[src/rtl/frame_wr_sched.sv]
// Frame buffer write-port scheduler.
// Sequences full-buffer clears and camera frame captures onto the buffer's
// single write port. Leftover write slots go to a host write port. All
// outputs are registered: a write decided at edge t is presented in cycle t+1.
module frame_wr_sched #(
  parameter int AW   = 13,
  parameter int DW   = 3,
  parameter int NPIX = 4800
) (
  input  logic          clk,
  input  logic          rst,
  input  logic          clr_req,
  input  logic [DW-1:0] fill_data,
  input  logic          cap_req,
  input  logic          cont,
  input  logic          stop_req,
  input  logic          frame_start,
  input  logic          px_valid,
  input  logic [DW-1:0] px_data,
  input  logic          hw_req,
  input  logic [AW-1:0] hw_addr,
  input  logic [DW-1:0] hw_data,
  output logic          hw_ack,
  input  logic          err_clr,
  output logic [AW-1:0] addr_in,
  output logic [DW-1:0] data_in,
  output logic          regwrite,
  output logic          busy,
  output logic          done,
  output logic          overflow,
  output logic          short_frame,
  output logic          addr_err
);

  typedef enum logic [1:0] {S_IDLE, S_CLEAR, S_ARM, S_CAP} state_t;

  localparam logic [AW-1:0] LAST   = AW'(NPIX - 1);
  localparam logic [AW:0]   NPIX_X = (AW + 1)'(NPIX);

  state_t        r_state, w_nstate;
  logic [AW-1:0] r_cnt, w_cnt_nxt;
  logic          r_cont, w_cont_nxt;
  logic [DW-1:0] r_fill;

  logic [AW-1:0] r_addr;
  logic [DW-1:0] r_data;
  logic          r_we, r_done, r_hw_ack, r_busy;
  logic          r_ovf, r_short, r_aerr;

  // Shared decode of the current cycle's write decision
  logic [AW-1:0] w_base;
  logic          w_in_cap, w_clr_wr, w_pix_wr, w_pix_last, w_clr_last;
  logic          w_grant, w_haddr_ok;
  logic          w_we, w_done, w_set_ovf, w_set_short, w_set_aerr;
  logic [AW-1:0] w_addr;
  logic [DW-1:0] w_data;

  // A frame_start in CAPTURE restarts the pixel address at 0 for this cycle
  assign w_in_cap   = (r_state == S_CAP);
  assign w_base     = (w_in_cap && frame_start) ? '0 : r_cnt;
  assign w_clr_wr   = (r_state == S_CLEAR);
  assign w_clr_last = w_clr_wr && (r_cnt == LAST);
  assign w_pix_wr   = w_in_cap && px_valid && ({1'b0, w_base} < NPIX_X);
  assign w_pix_last = w_pix_wr && (w_base == LAST);
  assign w_haddr_ok = ({1'b0, hw_addr} < NPIX_X);
  // Host only gets slots nobody else uses; the registered ack blocks a
  // second grant while the requester is still seeing its acknowledge.
  assign w_grant    = hw_req && !r_hw_ack &&
                      ((r_state == S_IDLE) || (r_state == S_ARM) ||
                       (w_in_cap && !px_valid));

  // State, counter, continuous latch and fill colour registers
  always_ff @(posedge clk) begin
    if (rst) begin
      r_state <= S_IDLE;
      r_cnt   <= '0;
      r_cont  <= 1'b0;
      r_fill  <= '0;
    end else begin
      r_state <= w_nstate;
      r_cnt   <= w_cnt_nxt;
      r_cont  <= w_cont_nxt;
      if (r_state == S_IDLE && clr_req) r_fill <= fill_data;
    end
  end

  // Next-state, counter and continuous-mode decisions
  always_comb begin
    w_nstate   = r_state;
    w_cnt_nxt  = r_cnt;
    w_cont_nxt = r_cont;
    case (r_state)
      S_IDLE: begin
        if (clr_req) begin
          w_nstate  = S_CLEAR;
          w_cnt_nxt = '0;
        end else if (cap_req) begin
          w_nstate   = S_ARM;
          w_cont_nxt = cont;
        end
      end
      S_CLEAR: begin
        w_cnt_nxt = r_cnt + AW'(1);
        if (w_clr_last) begin
          w_nstate  = S_IDLE;
          w_cnt_nxt = '0;
        end
      end
      S_ARM: begin
        if (stop_req) begin
          w_nstate   = S_IDLE;
          w_cont_nxt = 1'b0;
        end else if (frame_start) begin
          w_nstate  = S_CAP;
          w_cnt_nxt = '0;
        end
      end
      S_CAP: begin
        if (stop_req) w_cont_nxt = 1'b0;
        if (frame_start) w_cnt_nxt = '0;
        if (w_pix_wr) begin
          w_cnt_nxt = w_base + AW'(1);
          if (w_pix_last) begin
            w_nstate  = (r_cont && !stop_req) ? S_ARM : S_IDLE;
            w_cnt_nxt = '0;
          end
        end
      end
      default: begin
        w_nstate  = S_IDLE;
        w_cnt_nxt = '0;
      end
    endcase
  end

  // Write-port selection and status events for this cycle
  always_comb begin
    w_we        = 1'b0;
    w_addr      = r_addr;
    w_data      = r_data;
    w_done      = w_clr_last || w_pix_last;
    w_set_ovf   = w_in_cap && px_valid && !w_pix_wr;
    w_set_short = w_in_cap && frame_start && ({1'b0, r_cnt} < NPIX_X);
    w_set_aerr  = w_grant && !w_haddr_ok;
    if (w_clr_wr) begin
      w_we   = 1'b1;
      w_addr = r_cnt;
      w_data = r_fill;
    end else if (w_pix_wr) begin
      w_we   = 1'b1;
      w_addr = w_base;
      w_data = px_data;
    end else if (w_grant && w_haddr_ok) begin
      w_we   = 1'b1;
      w_addr = hw_addr;
      w_data = hw_data;
    end
  end

  // Output registers; sticky flags favour a set over a same-cycle clear
  always_ff @(posedge clk) begin
    if (rst) begin
      r_addr   <= '0;
      r_data   <= '0;
      r_we     <= 1'b0;
      r_done   <= 1'b0;
      r_hw_ack <= 1'b0;
      r_busy   <= 1'b0;
      r_ovf    <= 1'b0;
      r_short  <= 1'b0;
      r_aerr   <= 1'b0;
    end else begin
      r_addr   <= w_addr;
      r_data   <= w_data;
      r_we     <= w_we;
      r_done   <= w_done;
      r_hw_ack <= w_grant;
      r_busy   <= (w_nstate != S_IDLE);
      r_ovf    <= w_set_ovf   ? 1'b1 : (err_clr ? 1'b0 : r_ovf);
      r_short  <= w_set_short ? 1'b1 : (err_clr ? 1'b0 : r_short);
      r_aerr   <= w_set_aerr  ? 1'b1 : (err_clr ? 1'b0 : r_aerr);
    end
  end

  assign addr_in     = r_addr;
  assign data_in     = r_data;
  assign regwrite    = r_we;
  assign done        = r_done;
  assign hw_ack      = r_hw_ack;
  assign busy        = r_busy;
  assign overflow    = r_ovf;
  assign short_frame = r_short;
  assign addr_err    = r_aerr;

endmodule
[config.mk]
export PLATFORM = sky130hd
export DESIGN_NAME = frame_wr_sched
export DESIGN_NICKNAME = d
export VERILOG_FILES = /design/src/rtl/frame_wr_sched.sv
export SDC_FILE = /design/constraint.sdc
export NUM_CORES = 1
export LEC_CHECK = 0
export ABC_AREA = 1
export BUFFER_PORTS_ARGS = -buffer_cell sky130_fd_sc_hd__buf_2
export CELL_PAD_IN_SITES_DETAIL_PLACEMENT = 1
export CELL_PAD_IN_SITES_GLOBAL_PLACEMENT = 1
export CORE_MARGIN = 3
export CORE_UTILIZATION = 28
export DETAILED_ROUTE_END_ITERATION = 16
export GPL_TIMING_DRIVEN = 1
export PLACE_DENSITY_LB_ADDON = 0.1
export SKIP_LAST_GASP = 1
export SLEW_MARGIN = 10
export SYNTH_ARGS = -nofsm -noshare
export SYNTH_HDL_FRONTEND = slang
export SYNTH_SLANG_ARGS = --single-unit
[constraint.sdc]
create_clock -name clk -period 3 [get_ports clk]
set_input_delay 0.6 -clock clk [delete_from_list [all_inputs] [get_ports clk]]
set_output_delay 0.6 -clock clk [all_outputs]
set_load 0.05 [all_outputs]
==> results.json, run 1 <==
{
  "timing.hold.worst_path_depth": 2,
  "max_freq_mhz": 407,
  "netlist.top_cell.by_area": "dfxtp_1",
  "synth_cell_type_count": 37,
  "post_route_cells_drive_above_1_share": 0.158,
  "final_common_cell": "nand2_1",
  "gr-max-usage-layer": "met2",
  "core-area_sq_mm": 0.0104,
  "min_period_over_period": 0.819,
  "startpoint_type": "flip-flop",
  "routabilityCongestion": 0.845,
  "h-tree-depth": 2,
  "avgRoutedWirePerCell_microns": 16.8,
  "critical_path_rt_ns": 3.23,
  "rsz0062_at_grt": "false",
  "final_core_util": 0.332,
  "timing.max_slew.rel_slack": 0.538,
  "syn-cell-area_sq_mm": 0.00302,
  "tritoncts.num_buffers": 5,
  "yosysWarnings": 0,
  "mostFrequentLayoutCells": "158 x nand2_1, 61 x inv_1, 54 x buf_2",
  "critical_path.reg2reg.startpoint": "r_state[1]",
  "vdd_drop_max_mv": 0.227,
  "place.port_buffers": 54,
  "final_hold_viol_count": 0,
  "timing.hold.worst.start": "r_fill[1]",
  "drc": 0,
  "tritoncts_clock_tree": "yes",
  "die_h_microns": 110,
  "power_leakage_nw": 1.57,
  "worstPathMaxFanout": 9,
  "r2r-end": "r_cnt[4]",
  "globalRouteMet1Util": 0.273,
  "preCtsSetupSlack_ns": 0.373,
  "report.final.setup_viol": 0,
  "finalSetupTns_ns": 0,
  "grt_first_pass_wirelength_mm": 18.1,
  "reg2regPathDepth": 13,
  "synth_seq_area_share": 0.279,
  "io_pins": 55,
  "ys_ff_latch": 42,
  "r2r_slack_ns": 0.54,
  "clock_sinks": 42,
  "route.antenna.remaining_nets": 0,
  "clk_transition_reported_paths_ns": 0.10,
  "postSynthCellCount": 507,
  "vias": 3421,
  "final_max_slew_viol_count": 0,
  "outcome": "completed",
  "die_area_sq_mm": 0.0121,
  "worst_clock_skew_ns": 0.0188,
  "clk_tree_root_cell": "clkbuf_8",
  "instance_area_after_placement_sq_mm": 0.00338,
  "layout_setup_ws_ns": 0.544,
  "antennaDiodeCount": 0,
  "wirelength_mm": 11.5,
  "postCtsSetupBuffers": 0,
  "global_route.usage.total": 0.195,
  "initial_core_util": 0.290,
  "drt-initial-drc-count": 174,
  "worst_hold_path.endpoint": "r_fill[1]",
  "drt_pre_antenna_iters": 4,
  "post_cts_resized": 0,
  "post_synth_main_area_contributors": "dfxtp_1 28%, nand2_1 20%, inv_1 7.6%, nand3_1 6.6%, nor2_1 5.2%",
  "final_period_minus_worst_setup_slack_ns": 2.46,
  "grt_start_max_net_pins": 31,
  "max_cap_violations": 0,
  "synth_area_per_cell_sq_um": 5.95,
  "grtUsageMet2": 0.313,
  "area.growth.synth_to_final_pct": 14.8,
  "clockBufferDepth": 2,
  "place_hpwl_mm": 8.89,
  "crit_arrival_ns": 2.69,
  "cts-hold-fix-buffers": 0,
  "viasPerCell": 4.99,
  "met3_global_route_usage": 0.0252,
  "worst_setup_path_end_kind": "flip-flop",
  "first_global_vias": 3396,
  "netlist.area_leader.share": 0.279,
  "pwr_density_cell_mw_per_mm2": 484,
  "post_syn_nets": 541,
  "postLayoutCellArea_sq_mm": 0.00346,
  "timing.setup.critical_path_class": "reg2reg",
  "final_net_count": 583,
  "hp-class": "reg2reg",
  "fp-row-count": 37,
  "worst_pin_slew_ns": 0.693,
  "post-layout-total-power_mw": 1.68,
  "initial_antenna_violation_count": 0,
  "globalRoute.totalOverflow": 0,
  "later_pin_clock_latency_in_the_skew_report_ns": 0.31,
  "die_width_microns": 110
}
-- synth_stat cells, drive strengths merged --
cell type	count
a21boi	2
a21o	1
a21oi	27
a311oi	1
a31oi	12
a32o	1
and3	1
buf	22
clkbuf	7
dfxtp	42
ha	2
inv	62
nand2	162
nand3	42
nand3b	3
nand4	9
nor2	47
nor3	5
o211ai	11
o21ai	38
o221ai	1
o22ai	2
or2	1
xnor2	2
xor2	4
-- metal layers --
metal | vias up | wire length (microns)
met5 | - | 0
met2 | 61 | 5060
met4 | 0 | 227
li1 | 1724 | -
met1 | 1622 | 5830
met3 | 14 | 384
-- area by class of cell --
type                       instances  area (sq um)
clock buffer                       6          72.6
clock inverter                     2          13.8
fill                            1445          6950
inverter                          62           233
multi-input combinational        374          1790
sequential                        42           841
tap                              136           170
timing repair buffer              64           345
-- power by group --
part	internal [mW]	leakage [nW]	switching [mW]
clock network	0.165	0.0452	0.225
logic	0.156	1.18	0.460
registers	0.626	0.344	0.0448
total	0.947	1.57	0.730
-- per-stage QoR --
step           cells  hold slack, ns
5_1_grt          686           0.503
6_report         686           0.453
3_5_place_dp     678           0.444
2_1_floorplan    507           0.425
3_3_place_gp     678           0.435
4_1_cts          686           0.457
-- worst max-delay path: stages (launching register included) --
cell and delay, ns:
dfxtp_1 0.61, nand3_2 0.26, nand2_1 0.14, inv_1 0.05
ha_1 0.20, nand3_1 0.15, nor2_4 0.07, nand2_2 0.11
nor2_1 0.10, nor2_2 0.29, nand2_1 0.10, nand3_1 0.10
nand2_1 0.05, a21oi_1 0.13
-- logic make-up after synthesis --
| family | share of synthesized area |
|---|---|
| xor gates and xnor gates | 0.0174 |
| DFF | 0.279 |
| adders and majority gates | 0.00829 |
| and+or+nand+nor | 0.382 |
| buffers and inverters | 0.129 |
| AOI/OAI and AO/OA | 0.184 |
-- state kept, by name, indices dropped and copies added (netlist names) --
register and count:
addr_in 13, r_cnt 13, data_in 3, r_fill 3, r_state 2, addr_err 1, busy 1, done 1
hw_ack 1, overflow 1, r_cont 1, regwrite 1, short_frame 1
-- worst max path at each step --
stage	from	to	slack (ns)	cells past startpoint
finish	r_state[1]	r_cnt[4]	0.54	13
floorplan	frame_start	busy	0.52	16
global placement	frame_start	r_cnt[10]	0.49	14
global route	r_state[1]	r_cnt[4]	0.31	13
CTS	r_state[1]	r_cnt[4]	0.52	13
detailed placement	frame_start	r_cnt[4]	0.37	14
No activity file was read; power rests on OpenSTA's default activity.
==> inputs of run 2 (changes only) <==
- clock period: 3 -> 2.6 ns (I/O delays scaled with it)
==> run 2 against run 1 <==
Die area unchanged. First-iteration DRC count up 4.0%. Combinational power up 22%. Critical endpoint is now r_cnt[10]. Highest routed layer unchanged.
==> results.json, run 2 (synthesis gave the netlist of run 1 again) <==
{
  "worst_path_largest_cell_delay_ns": 0.51,
  "area_used_by_multi_input_combinational_logic_sq_mm": 0.00179,
  "crit_arrival_ns": 2.48,
  "critical_path.reg2reg.startpoint": "r_state[0]",
  "min_period_over_period": 0.862,
  "grt_first_pass_wirelength_mm": 18.3,
  "timing.hold.worst_path_depth": 2,
  "clk_tree_root_cell": "clkbuf_8",
  "reg2regPathDepth": 13,
  "hp-class": "reg2reg",
  "cp_common_cell": "nand2_1",
  "max_freq_mhz": 446,
  "die_h_microns": 110,
  "clockBufferDepth": 2,
  "postCtsSetupBuffers": 0,
  "h-tree-depth": 2,
  "worstPathMaxFanout": 6,
  "preCtsSetupSlack_ns": 0.178,
  "critical_path_rt_ns": 2.84,
  "clk_transition_reported_paths_ns": 0.10,
  "place.port_buffers": 54,
  "timing.hold.worst.start": "r_fill[0]",
  "clock_sinks": 42,
  "vias": 3486,
  "initial_antenna_violation_count": 0,
  "final_period_minus_worst_setup_slack_ns": 2.24,
  "layout_setup_ws_ns": 0.359,
  "final_common_cell": "nand2_1",
  "later_pin_clock_latency_in_the_skew_report_ns": 0.31,
  "antennaDiodeCount": 0,
  "drt_pre_antenna_iters": 4,
  "post-layout-total-power_mw": 2.09,
  "cts-hold-fix-buffers": 0,
  "route.antenna.remaining_nets": 0,
  "core-area_sq_mm": 0.0104,
  "global_route.usage.total": 0.199,
  "final_net_count": 597,
  "outcome": "completed",
  "cp-startpoint": "r_state[0]",
  "register_area_sq_um": 841,
  "timing.max_slew.rel_slack": 0.524,
  "slowest_stage": "dfxtp_1",
  "globalRoute.totalOverflow": 0,
  "first_global_vias": 3395,
  "n_fill_cell": 1405,
  "io_pins": 55,
  "startpoint_type": "flip-flop",
  "worst_pin_slew_ns": 0.713,
  "area.growth.synth_to_final_pct": 19.5,
  "avgRoutedWirePerCell_microns": 16.7,
  "vdd_drop_max_mv": 0.235,
  "rsz0062_at_grt": "false",
  "timing.setup.critical_path_class": "reg2reg",
  "die_area_sq_mm": 0.0121,
  "post_cts_resized": 0,
  "worst_clock_skew_ns": 0.00928,
  "instance_area_after_placement_sq_mm": 0.00349,
  "initial_core_util": 0.290,
  "final_max_slew_viol_count": 0,
  "report.final.setup_viol": 0,
  "max_cap_violations": 0,
  "viasPerCell": 4.98,
  "final_hold_viol_count": 0,
  "grt_start_max_net_pins": 27,
  "drt-initial-drc-count": 181,
  "routabilityCongestion": 0.846,
  "die_width_microns": 110,
  "mostFrequentLayoutCells": "158 x nand2_1, 61 x inv_1, 54 x buf_2",
  "fp-row-count": 37,
  "power_leakage_nw": 1.66,
  "finalSetupTns_ns": 0,
  "worst_setup_path_end_kind": "flip-flop",
  "place_hpwl_mm": 9.03,
  "wirelength_mm": 11.7,
  "tritoncts_clock_tree": "yes",
  "tritoncts.num_buffers": 5,
  "postLayoutCellArea_sq_mm": 0.00361,
  "drc": 0,
  "pwr_density_cell_mw_per_mm2": 578,
  "post_route_cells_drive_above_1_share": 0.181,
  "critical_path.cell_chain": "nand3_2 -> nand2_1 -> inv_1 -> ha_1 -> nand3_1 -> nor2_4 -> nand2_2 -> nor2_1 -> nor2_2 -> nand3_1 -> nand2_1 -> nand2_1 -> a21oi_1"
}
run 2: cell count changes in the layout (fill, tap and decap cells not counted):
cell / previous run / this run
clkbuf_1: 1 / 0
buf_12: 0 / 1
bufinv_16: 0 / 1
buf_4: 10 / 23
clkinv_4: 1 / 0
inv_6: 0 / 1
run 2: worst paths after layout:
kind	end	slack, ns
setup / recovery	r_cnt[10]	0.36
setup reg to reg	r_cnt[10]	0.36
hold / removal	r_fill[0]	0.46
hold reg to reg	r_fill[0]	0.46
run 2: report_power, final:
part           switching, mW  internal [mW]
Clock                  0.274          0.289
Sequential            0.0478          0.723
Combinational          0.543          0.209
Total                  0.864           1.22
run 2: stage by stage:
step            util  instances  hold slack (ns)
2_1_floorplan      -        507            0.425
3_3_place_gp   0.335        692            0.447
3_5_place_dp   0.335        692            0.447
4_1_cts        0.346        700            0.463
5_1_grt        0.346        700            0.480
6_report       0.346        700            0.457
run 2: routing by layer:
layer,track usage,part of all wire
met4,0.0410,0.0081
met2,0.335,0.46
met3,0.0235,0.044
met1,0.272,0.48
met5,0,0
run 2: final cells by class:
type,instances,area share
multi-input cells,374,0.496
flip-flops and latches,42,0.233
repair buffers,78,0.128
inverters,62,0.0645
well taps,136,0.0472
clock buffers,5,0.0191
clock inverters,3,0.0121
run 2: worst max-delay path: cells and delay by family (launching register included):
| family | cells | cell delay (ns) |
|---|---|---|
| AO/OA/AOI/OAI | 1 | 0.13 |
| flip-flops | 1 | 0.51 |
| AND/OR/NAND/NOR | 10 | 1.29 |
| adder cells (fa/ha/maj) | 1 | 0.20 |
| buffers and inverters | 1 | 0.05 |
